File: src/rtl/buf_frame_reader.sv
// buf_frame_reader: drains one line-buffer bank into header-framed valid/ready words.
// Define BUF_FRAME_CHECKSUM_EN to append an XOR trailer word to every frame.
module buf_frame_reader #(
    parameter int DW          = 32,
    parameter int AW          = 6,
    parameter int MAXPERFRAME = 184,
    parameter int FIFO_AW     = 2
) (
    input  logic          i_clk,
    input  logic          i_reset_n,
    input  logic          i_start,
    input  logic          i_readable,
    output logic          o_rd_en,
    input  logic          i_rd_dv,
    input  logic [DW-1:0] i_rd_data,
    output logic [DW-1:0] o_out_data,
    output logic          o_out_valid,
    input  logic          i_out_ready,
    output logic          o_out_sof,
    output logic          o_out_eof,
    output logic          o_busy,
    output logic [15:0]   o_seq
);
    localparam int CW = (AW + 1 > 17) ? AW + 1 : 17;
    localparam int SW = FIFO_AW + 2;
    localparam int DEPTH = 2 ** FIFO_AW;
    localparam logic [CW-1:0] NW_C = CW'(2 ** AW);
    localparam logic [CW-1:0] MAXF_C = CW'(MAXPERFRAME);
    localparam logic [SW-1:0] DEPTH_C = SW'(DEPTH);

    typedef enum logic [1:0] {S_IDLE, S_HDR, S_DATA, S_DRAIN} state_t;
    state_t r_state, w_next;

    logic [CW-1:0]      r_left, r_n, r_issued, r_rcv, w_n, w_left_nx;
    logic [FIFO_AW:0]   r_outstanding, r_fifo_cnt;
    logic [FIFO_AW-1:0] r_wp, r_rp;
    logic [DW+1:0]      r_mem [DEPTH];
    logic [DW+1:0]      w_din, w_head;
    logic [DW-1:0]      w_trl_data;
    logic [15:0]        r_seq;
    logic w_dv, w_full, w_pop, w_push, w_hdr_push, w_hdr_go, w_credit;
    logic w_last, w_last_eof, w_trl, w_trl_push, w_frame_done;

    assign w_n          = (r_left > MAXF_C) ? MAXF_C : r_left;
    assign w_left_nx    = r_left - r_n;
    assign w_dv         = i_rd_dv && (r_state != S_IDLE);
    assign w_full       = {1'b0, r_fifo_cnt} == DEPTH_C;
    assign w_credit     = ({1'b0, r_fifo_cnt} + {1'b0, r_outstanding}) < DEPTH_C;
    assign w_pop        = o_out_valid && i_out_ready;
    assign w_last       = w_dv && (r_rcv == r_n - 1'b1);
    assign w_frame_done = r_issued == r_n;
    assign w_hdr_go     = (r_outstanding == '0) && !w_full && !w_trl;

    always_ff @(posedge i_clk)
        r_state <= !i_reset_n ? S_IDLE : w_next;

    always_comb begin
        w_next = r_state;
        case (r_state)
            S_IDLE:  if (i_start && i_readable) w_next = S_HDR;
            S_HDR:   if (w_hdr_go) w_next = S_DATA;
            S_DATA:  if (w_frame_done) w_next = (w_left_nx != '0) ? S_HDR : S_DRAIN;
            S_DRAIN: if (r_outstanding == '0 && r_fifo_cnt == '0 && !w_trl) w_next = S_IDLE;
            default: w_next = S_IDLE;
        endcase
    end

    always_comb begin
        o_rd_en    = (r_state == S_DATA) && (r_issued < r_n) && w_credit;
        o_busy     = r_state != S_IDLE;
        w_hdr_push = (r_state == S_HDR) && w_hdr_go;
    end

    always_ff @(posedge i_clk) begin
        if (!i_reset_n) begin
            r_left        <= '0;
            r_n           <= '0;
            r_issued      <= '0;
            r_rcv         <= '0;
            r_seq         <= '0;
            r_outstanding <= '0;
        end else begin
            if (r_state == S_IDLE && i_start && i_readable) r_left <= NW_C;
            if (r_state == S_DATA && w_frame_done) r_left <= w_left_nx;
            if (w_hdr_push) begin
                r_n      <= w_n;
                r_issued <= '0;
                r_rcv    <= '0;
                r_seq    <= r_seq + 1'b1;
            end else begin
                if (o_rd_en) r_issued <= r_issued + 1'b1;
                if (w_dv) r_rcv <= r_rcv + 1'b1;
            end
            r_outstanding <= r_outstanding + (FIFO_AW+1)'(o_rd_en) - (FIFO_AW+1)'(w_dv);
        end
    end

`ifdef BUF_FRAME_CHECKSUM_EN
    logic          r_trl;
    logic [DW-1:0] r_xor;
    always_ff @(posedge i_clk) begin
        if (!i_reset_n) begin
            r_trl <= 1'b0;
            r_xor <= '0;
        end else begin
            if (w_hdr_push) r_xor <= '0;
            else if (w_dv) r_xor <= r_xor ^ i_rd_data;
            if (w_last) r_trl <= 1'b1;
            else if (w_trl_push) r_trl <= 1'b0;
        end
    end
    assign w_trl      = r_trl;
    assign w_trl_push = r_trl && !w_full;
    assign w_trl_data = r_xor;
    assign w_last_eof = 1'b0;
`else
    assign w_trl      = 1'b0;
    assign w_trl_push = 1'b0;
    assign w_trl_data = '0;
    assign w_last_eof = w_last;
`endif

    // Header, trailer and returned data never coincide, so a priority mux is enough.
    assign w_push = w_hdr_push || w_dv || w_trl_push;
    assign w_din  = w_hdr_push ? {2'b10, DW'({r_seq, w_n[15:0]})} :
                    w_trl_push ? {2'b01, w_trl_data} : {1'b0, w_last_eof, i_rd_data};

    always_ff @(posedge i_clk) begin
        if (!i_reset_n) begin
            r_wp       <= '0;
            r_rp       <= '0;
            r_fifo_cnt <= '0;
        end else begin
            if (w_push) r_wp <= r_wp + 1'b1;
            if (w_pop) r_rp <= r_rp + 1'b1;
            r_fifo_cnt <= r_fifo_cnt + (FIFO_AW+1)'(w_push) - (FIFO_AW+1)'(w_pop);
        end
    end

    always_ff @(posedge i_clk)
        if (w_push) r_mem[r_wp] <= w_din;

    assign w_head      = r_mem[r_rp];
    assign o_out_valid = r_fifo_cnt != '0;
    assign o_out_sof   = o_out_valid && w_head[DW+1];
    assign o_out_eof   = o_out_valid && w_head[DW];
    assign o_out_data  = w_head[DW-1:0];
    assign o_seq       = r_seq;
endmodule

File: config.mk
export PLATFORM = sky130hd
export DESIGN_NAME = buf_frame_reader
export DESIGN_NICKNAME = d
export VERILOG_FILES = /design/src/rtl/buf_frame_reader.sv
export SDC_FILE = /design/constraint.sdc
export NUM_CORES = 1
export LEC_CHECK = 0
export ABC_AREA = 0
export BUFFER_PORTS_ARGS = -buffer_cell sky130_fd_sc_hd__buf_2
export CAP_MARGIN = 20
export CELL_PAD_IN_SITES_DETAIL_PLACEMENT = 1
export CELL_PAD_IN_SITES_GLOBAL_PLACEMENT = 2
export CORE_MARGIN = 1.5
export CORE_UTILIZATION = 44
export DETAILED_ROUTE_END_ITERATION = 12
export PLACE_DENSITY_LB_ADDON = 0.1
export SLEW_MARGIN = 5
export SYNTH_ARGS = -nofsm -noshare
export SYNTH_HDL_FRONTEND = slang
export SYNTH_SLANG_ARGS = --single-unit
export TNS_END_PERCENT = 100
File: constraint.sdc
create_clock -name i_clk -period 5.94 [get_ports i_clk]
set_input_delay 0.891 -clock i_clk [delete_from_list [all_inputs] [get_ports i_clk]]
set_output_delay 0.891 -clock i_clk [all_outputs]
set_load 0.05 [all_outputs]
==> results of run 1 <==
==> critical path, cell delays in order (launching register included) <==
cell	delay, ns
sky130_fd_sc_hd__dfxtp_1	0.48
sky130_fd_sc_hd__inv_1	0.12
sky130_fd_sc_hd__ha_1	0.33
sky130_fd_sc_hd__a21o_1	0.19
sky130_fd_sc_hd__a21o_1	0.16
sky130_fd_sc_hd__a21oi_1	0.15
sky130_fd_sc_hd__o211ai_1	0.10
sky130_fd_sc_hd__o2111a_1	0.15
sky130_fd_sc_hd__a211o_1	0.58
sky130_fd_sc_hd__inv_1	0.32
sky130_fd_sc_hd__buf_2	0.31
==> power by group through the flow <==
stage          Sequential, mW  Clock, mW  Combinational [mW]
2_1_floorplan            2.00          0                1.44
3_3_place_gp             2.06          0                1.82
3_5_place_dp             2.07          0                1.85
4_1_cts                  2.03       1.62                1.86
5_1_grt                  2.05       1.67                2.00
6_report                 2.03       1.58                1.83
==> through the flow <==
step	worst slack, ns	util
floorplan	2.58	-
CTS	1.61	0.514
global route	1.40	0.514
detailed placement	2.18	0.481
global placement	2.24	0.481
finish	1.64	0.514
==> state kept, by name (all words and copies together) (netlist names), named ones only <==
signal	cells
r_state	2
r_wp	2
r_rcv	17
r_mem	136
r_fifo_cnt	3
r_left	17
r_rp	2
o_seq	16
r_n	17
r_outstanding	3
r_issued	17
==> cell type report <==
type	count	area [sq um]	area share
Sequential cell	234	6050	0.468
Multi-Input combinational cell	663	4950	0.383
Clock buffer	35	726	0.0562
Timing Repair Buffer	98	510	0.0395
Tap cell	330	413	0.0320
Inverter	38	144	0.0111
Clock inverter	13	120	0.00930
==> layout by cell type (no fill, tap or decap), types with 6 or more instances in the layout <==
cell type,netlist,final
sky130_fd_sc_hd__buf_4,1,8
sky130_fd_sc_hd__or4_1,8,8
sky130_fd_sc_hd__nor2_1,66,66
sky130_fd_sc_hd__a21oi_1,30,30
sky130_fd_sc_hd__and2_1,37,37
sky130_fd_sc_hd__nand4_1,20,20
sky130_fd_sc_hd__clkbuf_1,31,6
sky130_fd_sc_hd__dfxtp_1,98,96
sky130_fd_sc_hd__xnor2_1,43,43
sky130_fd_sc_hd__a31oi_1,7,6
sky130_fd_sc_hd__edfxtp_1,136,136
sky130_fd_sc_hd__nor3_1,14,14
sky130_fd_sc_hd__buf_2,1,90
sky130_fd_sc_hd__a22oi_1,7,7
sky130_fd_sc_hd__o21a_1,8,8
sky130_fd_sc_hd__clkbuf_16,0,27
sky130_fd_sc_hd__nand2b_1,8,8
sky130_fd_sc_hd__mux4_2,34,34
sky130_fd_sc_hd__or3_1,12,12
sky130_fd_sc_hd__nand3_1,25,25
sky130_fd_sc_hd__nor2b_1,24,20
sky130_fd_sc_hd__nand2_1,105,104
sky130_fd_sc_hd__a21boi_0,11,11
sky130_fd_sc_hd__clkinv_2,1,8
sky130_fd_sc_hd__xor2_1,26,26
sky130_fd_sc_hd__inv_1,37,37
sky130_fd_sc_hd__ha_1,47,47
sky130_fd_sc_hd__a21o_1,6,6
sky130_fd_sc_hd__o31ai_1,8,8
sky130_fd_sc_hd__o21ai_0,36,36
==> cell families after synthesis <==
group                    after synthesis  share of synthesized area
AO/OA/AOI/OAI                        158                     0.0958
XOR/XNOR                              69                     0.0537
adder cells (fa/ha/maj)               50                     0.0576
buffers and inverters                 76                     0.0259
flip-flops                           234                      0.537
multiplexers                          37                     0.0707
AND/OR/NAND/NOR                      349                      0.159
==> path summary, 6_finish.rpt <==
check	depth (start not counted)	start	slack, ns	end
hold / removal	2	r_n[16]$_SDFFE_PN0P_	0.52	r_n[16]$_SDFFE_PN0P_
hold reg to reg	2	r_n[16]$_SDFFE_PN0P_	0.52	r_n[16]$_SDFFE_PN0P_
setup / recovery	10	r_n[6]$_SDFFE_PN0P_	1.64	o_rd_en
setup reg to reg	11	r_n[6]$_SDFFE_PN0P_	2.22	r_outstanding[2]$_SDFF_PN0_
==> per-layer routing <==
layer,track usage,share of wire,vias to the layer above
met1,0.284,0.43,3878
met3,0.0260,0.036,51
met5,0,0,-
li1,-,-,3755
met4,0.0830,0.034,0
met2,0.413,0.50,149
==> run summary, run 1 <==
The number of buffer cells added on primary ports came out at 90. Counting flops with an async set or reset pin after synthesis yields a share of 0. The synthesized design contains 136 enable-type register cells. The worst pin sits at a relative slew slack of 0.346. The post-place instance area is 0.0121 sq mm. The wire length of the first global-routing pass came out at 47.0 mm. The top-level port count is 91. Summed over all layers, the global routing overflow is 0. Data on the critical path is required at its endpoint by 5.05 ns. The startpoint kind of the worst setup timing path is a register. The share of total power dissipated in combinational logic is 0.336. The power share of the clock group is 0.291. The clock latency reported for the late side of the worst-skew pair came out at 0.52 ns.

In the post-synthesis netlist, the biggest area contributors are sky130_fd_sc_hd__edfxtp_1 (36%), sky130_fd_sc_hd__dfxtp_1 (17%), sky130_fd_sc_hd__mux4_2 (6.8%). In this run the static leakage power is 4.72 nW. sky130_fd_sc_hd__edfxtp_1 takes more of the synthesized area than any other cell. Total power for the finished layout comes to 5.44 mW. The clock tree from TritonCTS is built. The placed wire-length estimate came out at 20.6 mm.

The total count of max-transition violations in the final report came out at 0. The die covers 0.0265 sq mm. The height of the die is 163 microns.

From left edge to right edge, the die measures 163 microns. The netlist area before placement came out at 0.0112 sq mm. The detailed-route via count came out at 7,833. Yosys instantiated no cell more often than sky130_fd_sc_hd__edfxtp_1. The clock sink total is 234. The via count of the first global-routing pass came out at 8,370.

Setup repair after global routing left no endpoint under its margin. The number of remaining DRC errors is 0. The number of standard cells in the final layout excluding fillers is 1,411. In this run, distinct cell masters in the synthesized netlist total 68. The worst clock skew on the final layout came out at 0.0114 ns.

The final critical-path share of the clock period came out at 0.724. Setup violations remaining at the end of the flow were counted as 0. After layout, the minimum clock period comes to 4.30 ns. The count of fill cells added during filler insertion came out at 2,726. For this run, the leading register cell type out of synthesis is sky130_fd_sc_hd__edfxtp_1. The sequential cell fraction of total power came out at 0.373. The largest vdd supply drop came out at 0.000262 V.

The first TritonRoute pass finished after 4 iterations. The largest net degree at the start of global routing came out at 58. Yosys printed 0 warnings.

The number of design-rule violations left by the first detailed-router iteration is 361. The sequential fraction of the synthesis area is 0.537. The signal arrival time at the worst endpoint came out at 3.41 ns.

The buffer type at the clock tree root is sky130_fd_sc_hd__clkbuf_16. The aggregate routed wire length came out at 29.4 mm. The count of H-tree levels built during CTS is 1. Of the total power, the share spent switching nets is 0.359. The final routed wire length divided by cell count is 20.8 microns. The internal power summed over all cells came out at 3.49 mW.

The highest attainable clock frequency came out at 232 MHz. The longest clock path from root to sink contains 3 buffers. The net count of the finished layout is 1,149. Of the post-synthesis cell area, the dominant cell type holds 0.363. The cell count after synthesis is 973.

Along the worst path, the maximum fanout reaches 30. Buffers added to address setup during post-CTS repair amount to 0. The clock-pin slew on the worst setup and hold paths is 0.06 ns.

For this design the ratio of total power to cell area is 422 mW/mm^2. Setup total negative slack on the finished layout was measured at 0 ns. The net count of the mapped netlist came out at 1,061.

The category of the most critical setup path is reg -> out. The run finished with clean final reports. The total placed cells including tap cells is 1,363. The initial antenna violation count is 0. The average footprint of a synthesized cell came out at 11.6 sq um. The total routing resource utilization after global routing is 0.230. The number of antenna diodes in the final layout is 0. The switching power of the nets is 1.95 mW. The commonest cells after synthesis are sky130_fd_sc_hd__edfxtp_1 (136), sky130_fd_sc_hd__nand2_1 (105), sky130_fd_sc_hd__dfxtp_1 (98). The final weighted congestion of routability-driven global placement came out at 0.815. The initial cell density of the core is 0.448. The worst hold margin came out at 0.518 ns. The tool flagged a number of max-cap violations equal to 0. Buffers inserted to repair hold after CTS numbered 0. The fraction of final layout cells sized beyond drive strength 1 came out at 0.179. The transition time at the pin with the least slew margin is 0.978 ns.

From synthesis to final layout, the design area changed by 14.8%. The critical path capture point type is an output pin. After synthesis the netlist holds a flip-flop and latch count of 234. The TritonCTS buffer count came out at 26. The number of nets still failing antenna checks after routing came out at 0. The average via count per standard cell is 5.55. The cell row count is 58. The final design area excluding fillers came out at 0.0129 sq mm. The area of the core came out at 0.0251 sq mm. The number of failing hold endpoints at the final stage is 0. The tightest min-delay check is of the reg -> reg type. The number of gates resized after cts came out at 0.
No activity file was read; power rests on OpenSTA's default activity.
==> run 2: changes to the inputs <==
- CORE_UTILIZATION: 44 -> 41
- clock period: 5.94 -> 4.35 ns (I/O delays scaled with it)
==> run 2 against run 1 <==
Global-route usage is 1.9 points lower; combinational power up 40%; wire length is 0.26% lower; setup slack got worse by 1.0 ns; non-clock buffer count grew 8; total power grew 39%; critical path type unchanged; highest routed layer unchanged.
==> run summary, run 2 (synthesis gave the netlist of run 1 again) <==
The number of flip-flops under the largest register name is 136. The initial antenna violation count is 1. Between clock sinks in the finished design, the worst skew comes to 0.00976 ns. After detailed routing, the number of remaining DRC violations is 0. The flow ran to the end, and the final reports show no timing, DRC or antenna violations. The relative max-transition margin is 0.348. The time the worst path needs with I/O delays and setup came out at 3.71 ns. Setup violations remaining at the end of the flow were counted as 0. CTS built an H-tree with a depth of 1. More flip-flops sit in one register than any other, and that register is r_mem. The critical path capture point type is an output pin.

The clock sink total came out at 234. The height of the die came out at 169 microns. The final routed wire length divided by cell count is 20.5 microns.

The maximum number of buffers from clock root to sink came out at 3. The origin of the worst setup path is r_n[6]$_SDFFE_PN0P_. Along the worst path, the maximum fanout reaches 7. The commonest non-fill, non-tap cell in the layout is sky130_fd_sc_hd__edfxtp_1. Of the cells placed in the final design, the portion with a size suffix greater than 1 is 0.189.

The finished cells cover 0.0130 sq mm. The TritonCTS buffer count came out at 26. On the worst path, the slowest cell contributes a delay of 0.49 ns. Leaving out fill and tap cells, the most frequent cells in the layout are sky130_fd_sc_hd__edfxtp_1 (136), sky130_fd_sc_hd__nand2_1 (105), sky130_fd_sc_hd__dfxtp_1 (96).

The net count of the finished layout is 1,157. Entering global routing, the biggest net connects 57 pins. The data required time at the worst endpoint is 3.70 ns. The area of the die came out at 0.0284 sq mm. The leakage component of the power came out at 4.76 nW.

The cell sitting at the root of the clock tree is a sky130_fd_sc_hd__clkbuf_16. The total routing resource utilization after global routing came out at 0.210. Data on the critical path arrives at its endpoint at 3.06 ns.

The total count of max-transition violations in the final report is 0. The wire length of the first global-routing pass came out at 46.4 mm. The aggregate routed wire length is 29.3 mm. The switching power of the nets came out at 2.74 mW.

The global route total overflow is 0. The part of the power in combinational logic came out at 0.339. The total placed cells including tap cells is 1,382. The startpoint identified for the worst hold timing path is i_rd_data[28]. Summed over all nets, the half-perimeter wirelength after detailed placement is 20.8 mm. The number of standard cells in the final layout excluding fillers is 1,431. The number of failing hold endpoints at the final stage is 0. The average via count per standard cell is 5.41. The post-place instance area came out at 0.0121 sq mm.

The die is 169 microns wide. In this run, the number of DRC markers left after iteration 0 of detailed routing was 363. The internal power summed over all cells is 4.82 mW.

The number of buffer cells added on primary ports is 90. The max-cap violation count came out at 0. The worst hold path terminates at r_mem[3][28]$_DFFE_PP_. Across the VDD grid, the largest voltage drop is 0.000276 V.

At the later pin of the worst-skew pair, clock insertion delay measures 0.53 ns. Once the clock tree was built, the resizer swapped 0 gates to a different size. The signal on the critical path passes through inv_1, ha_1, a21o_1, a21o_1, a21oi_1, o211ai_1, o2111a_1, a211o_1, inv_1, buf_2. The register-to-register setup slack is 1.26 ns. The sequential cell fraction of total power is 0.362.

For the final routed database, the setup TNS stands at 0 ns. Of the total power, the share spent switching nets is 0.362. The transition time at the pin with the least slew margin came out at 0.975 ns. The power per standard cell area came out at 580 mW/mm^2. The clock tree from TritonCTS is built.

The worst setup path is of the reg -> out kind. The number of nets still failing antenna checks after routing came out at 0. The cell depth of the worst hold path came out at 3. Final hold analysis gives a worst-case slack of 0.476 ns. The min-delay analysis places its worst path in the category in -> reg. The startpoint kind of the worst setup timing path is a register. The via count of the first global-routing pass is 8,155. For this design, the slowest cell found on the critical path is sky130_fd_sc_hd__dfxtp_1. The detailed-route via count is 7,748. The highest attainable clock frequency came out at 270 MHz. The number of detailed-routing iterations run before antenna repair came out at 4.

The power share of the clock group is 0.299. The initial cell density of the core came out at 0.417. The logic depth of the worst register-to-register path is 12. 91 I/O pins were placed. In the finished design, the share of the clock period the worst path needs comes to 0.852. In this run the standard cell core region covers 0.0270 sq mm. The synthesis-to-layout area growth came out at 16.0%. After floorplanning, the core was divided into 60 placement rows.

The post-CTS setup buffer count is 0. The number of hold-repair buffers added at the cts stage is 0. Clock-pin slew was measured on the worst setup and hold paths at 0.06 ns. Setup repair after global routing left no endpoint under its margin.

In this run the critical register-to-register path is captured at r_outstanding[1]$_SDFF_PN0_. The final core utilization is 0.484. The worst register-to-register path begins at r_n[6]$_SDFFE_PN0P_. The final weighted congestion of routability-driven global placement came out at 0.766.
[run 2: area by class of cell]
type                       instances  area, sq um
fill                            2884        13900
multi-input combinational        663         4950
tap                              341          427
inverter                          38          144
clock inverter                    19          198
antenna                            1         2.50
clock buffer                      29          693
timing repair buffer             106          583
sequential                       234         6050
[run 2: power by group through the flow]
stage | Clock, mW | Combinational [mW] | Sequential (mW)
global route | 2.41 | 2.78 | 2.76
floorplan | 0 | 1.96 | 2.74
global placement | 0 | 2.57 | 2.78
CTS | 2.32 | 2.61 | 2.74
finish | 2.26 | 2.56 | 2.74
detailed placement | 0 | 2.59 | 2.79
[run 2: layer usage]
| metal | GRT usage | vias to the layer above | routed length (microns) | share of wire |
|---|---|---|---|---|
| met1 | 0.270 | 3806 | 13200 | 0.45 |
| met5 | 0 | - | 0 | 0 |
| met3 | 0.0269 | 43 | 1070 | 0.036 |
| met2 | 0.371 | 129 | 14300 | 0.49 |
| met4 | 0.0641 | 0 | 788 | 0.027 |
| li1 | - | 3770 | - | - |
[run 2: worst max-delay path by stage]
stage                                  end  slack (ns)  cells past startpoint
2_1_floorplan  r_outstanding[1]$_SDFF_PN0_        0.99                     14
3_3_place_gp                       o_rd_en        1.18                     10
3_5_place_dp                       o_rd_en        1.16                     10
4_1_cts                            o_rd_en        0.57                     10
5_1_grt                            o_rd_en        0.43                     10
6_report                           o_rd_en        0.64                     10
[run 2: critical path, delay by kind of cell (launching register included)]
kind	cells	cell delay (ns)
buffers and inverters	3	0.66
adders and majority gates	1	0.34
DFF	1	0.49
AOI/OAI and AO/OA	6	1.04
[run 2: metrics by stage]
step | power (mW) | setup slack [ns]
6_report | 7.56 | 0.642
3_5_place_dp | 5.38 | 1.16
4_1_cts | 7.67 | 0.573
5_1_grt | 7.94 | 0.428
3_3_place_gp | 5.35 | 1.18
2_1_floorplan | 4.70 | 0.994
==> run 3: changes to the inputs <==
- CORE_UTILIZATION: 41 -> 44
- clock period: 4.35 -> 4.3 ns (I/O delays scaled with it)
==> run 3 against run 2 <==
Non-clock buffer count decreased by 1; worst hold slack got worse by 0.0043 ns; die area decreased by 6.7%; largest cell class unchanged.
==> run summary, run 3 (synthesis gave the netlist of run 1 again) <==
The run finished with clean final reports. Setup repair after global routing left no endpoint under its margin. The layout has 2,702 filler cells. The max-cap violation count is 0. The final critical-path share of the clock period came out at 0.900. The clock tree from TritonCTS is built. The number of nets still failing antenna checks after routing came out at 0. The power share of the clock group is 0.283.

On the final layout, the worst hold slack is 0.472 ns. The total routing resource utilization after global routing came out at 0.230. For this design, the CTS-stage hold fixing added 0 buffers. The signal on the critical path passes through inv_1, ha_1, a21o_1, a21o_1, a21oi_1, o211ai_1, o2111a_1, a211o_1, buf_4, inv_1, buf_2. The number of clock buffers added by TritonCTS is 26. The synthesis-to-layout area growth is 14.9%. Once placement finished, the instance area stood at 0.0121 sq mm. Clock tree synthesis selected as its root buffer the cell sky130_fd_sc_hd__clkbuf_16. The die span in x is 163 microns.

The clock sink total came out at 234. The worst setup path is launched from a register. The part of the power in combinational logic is 0.344.

The relative max-transition margin is 0.317. The maximum cell stage delay along the critical path is 0.50 ns. The final routed wire length divided by cell count is 20.9 microns. The final-report setup violation count came out at 0. The final weighted congestion of routability-driven global placement is 0.827.

The largest net degree at the start of global routing is 57. The maximum number of buffers from clock root to sink is 3. The final setup TNS came out at 0 ns. The initial antenna violation count came out at 1. The worst clock skew on the final layout is 0.00753 ns. The total count of max-transition violations in the final report is 0. STA classifies the critical path endpoint as an output pin. The later pin in the worst-skew pair is clocked with a latency of 0.52 ns.

The highest attainable clock frequency came out at 258 MHz. The category of the most critical setup path is reg -> out. The detailed-route via count is 7,860. The number of buffer cells added on primary ports came out at 90. The internal power summed over all cells came out at 4.74 mW. Buffers added to address setup during post-CTS repair amount to 0.

The area of the die came out at 0.0265 sq mm. The aggregate routed wire length is 29.6 mm. Of the cells placed in the final design, the portion with a size suffix greater than 1 is 0.180. The data required time at the worst endpoint came out at 3.65 ns.

The cell row count came out at 58. In this run the number of H-tree levels came out at 1. The first global-routing pass estimated 46.8 mm of wire. In the layout the commonest cells are sky130_fd_sc_hd__edfxtp_1 (136), sky130_fd_sc_hd__nand2_1 (105), sky130_fd_sc_hd__dfxtp_1 (96). The slowest library cell on the worst path is sky130_fd_sc_hd__dfxtp_1. The top-level port count came out at 91. In this run the power spent charging and discharging nets is 2.72 mW. The highest fanout seen on the critical path is 30.

The number of gates resized after cts is 0. The commonest non-fill, non-tap cell in the layout is sky130_fd_sc_hd__edfxtp_1. The number of failing hold endpoints at the final stage is 0. The area of the core is 0.0251 sq mm. The number of design-rule violations left by the first detailed-router iteration is 408. The final design area excluding fillers is 0.0129 sq mm. The number of detailed-routing iterations run before antenna repair is 5. The largest vdd supply drop is 0.000327 V. The signal arrival time at the worst endpoint came out at 3.23 ns. At the pin with the least slew margin, the transition time is 1.02 ns.

The height of the die came out at 163 microns. The leakage component of the power is 4.71 nW. The initial cell density of the core is 0.448. The largest register by flop count is r_mem.

The number of remaining DRC errors came out at 0. The via count of the first global-routing pass came out at 8,186. The sequential cell fraction of total power came out at 0.373. The number of flip-flops under the largest register name is 136. The worst hold path belongs to the class in -> reg. The worst path in the final design needs a cycle of 3.87 ns, including I/O delays and setup. The placed wire-length estimate came out at 20.3 mm. After clock tree synthesis, the clock-pin slew on the worst setup and hold paths is 0.06 ns. After detailed routing, the number of vias per cell comes to 5.54. The global route total overflow is 0. The power per standard cell area is 578 mW/mm^2. The net count of the finished layout is 1,156. Of the total power, the share spent switching nets is 0.365.
## run 3: worst max-delay path: cells and delay by family, from the launching register on
family / cells / cell delay [ns]
flops: 1 / 0.50
fa+ha+maj: 1 / 0.33
compound gates: 6 / 1.02
buf+inv: 4 / 0.85
## run 3: worst paths after layout
| path | startpoint | end | slack [ns] | cells after the start |
|---|---|---|---|---|
| hold / removal | i_rd_data[24] | r_mem[2][24]$_DFFE_PP_ | 0.47 | 3 |
| hold reg to reg | r_wp[1]$_SDFFE_PN0N_ | r_wp[1]$_SDFFE_PN0N_ | 0.50 | 2 |
| setup / recovery | r_n[6]$_SDFFE_PN0P_ | o_rd_en | 0.43 | 11 |
| setup reg to reg | r_n[6]$_SDFFE_PN0P_ | r_outstanding[2]$_SDFF_PN0_ | 0.98 | 15 |
## run 3: final cells by class
class / count / area [sq um] / share of cell area
Clock inverter: 13 / 96.3 / 0.00746
Tap cell: 330 / 413 / 0.0320
Inverter: 38 / 144 / 0.0111
Sequential cell: 234 / 6050 / 0.468
Multi-Input combinational cell: 663 / 4950 / 0.383
Clock buffer: 35 / 706 / 0.0546
Timing Repair Buffer: 105 / 563 / 0.0436
Antenna cell: 1 / 2.50 / 0.000194
## run 3: power by group through the flow
stage | combinational (mW) | sequential [mW] | clock [mW]
floorplan | 1.99 | 2.77 | 0
global placement | 2.57 | 2.82 | 0
detailed placement | 2.59 | 2.83 | 0
CTS | 2.61 | 2.79 | 2.16
global route | 2.80 | 2.81 | 2.24
finish | 2.57 | 2.78 | 2.11
## run 3: per-stage QoR
step	setup WS (ns)	util	power, mW	std cells
after floorplan	0.944	-	4.76	973
after CTS	0.419	0.514	7.56	1418
after detailed placement	0.986	0.483	5.42	1370
final	0.429	0.515	7.46	1419
after global routing	0.222	0.514	7.85	1418
after global placement	0.999	0.483	5.38	1370
## run 3: routing by layer
layer / global-route usage / share of wire
met5: 0 / 0
met2: 0.417 / 0.51
met3: 0.0308 / 0.036
met1: 0.291 / 0.44
met4: 0.0517 / 0.017
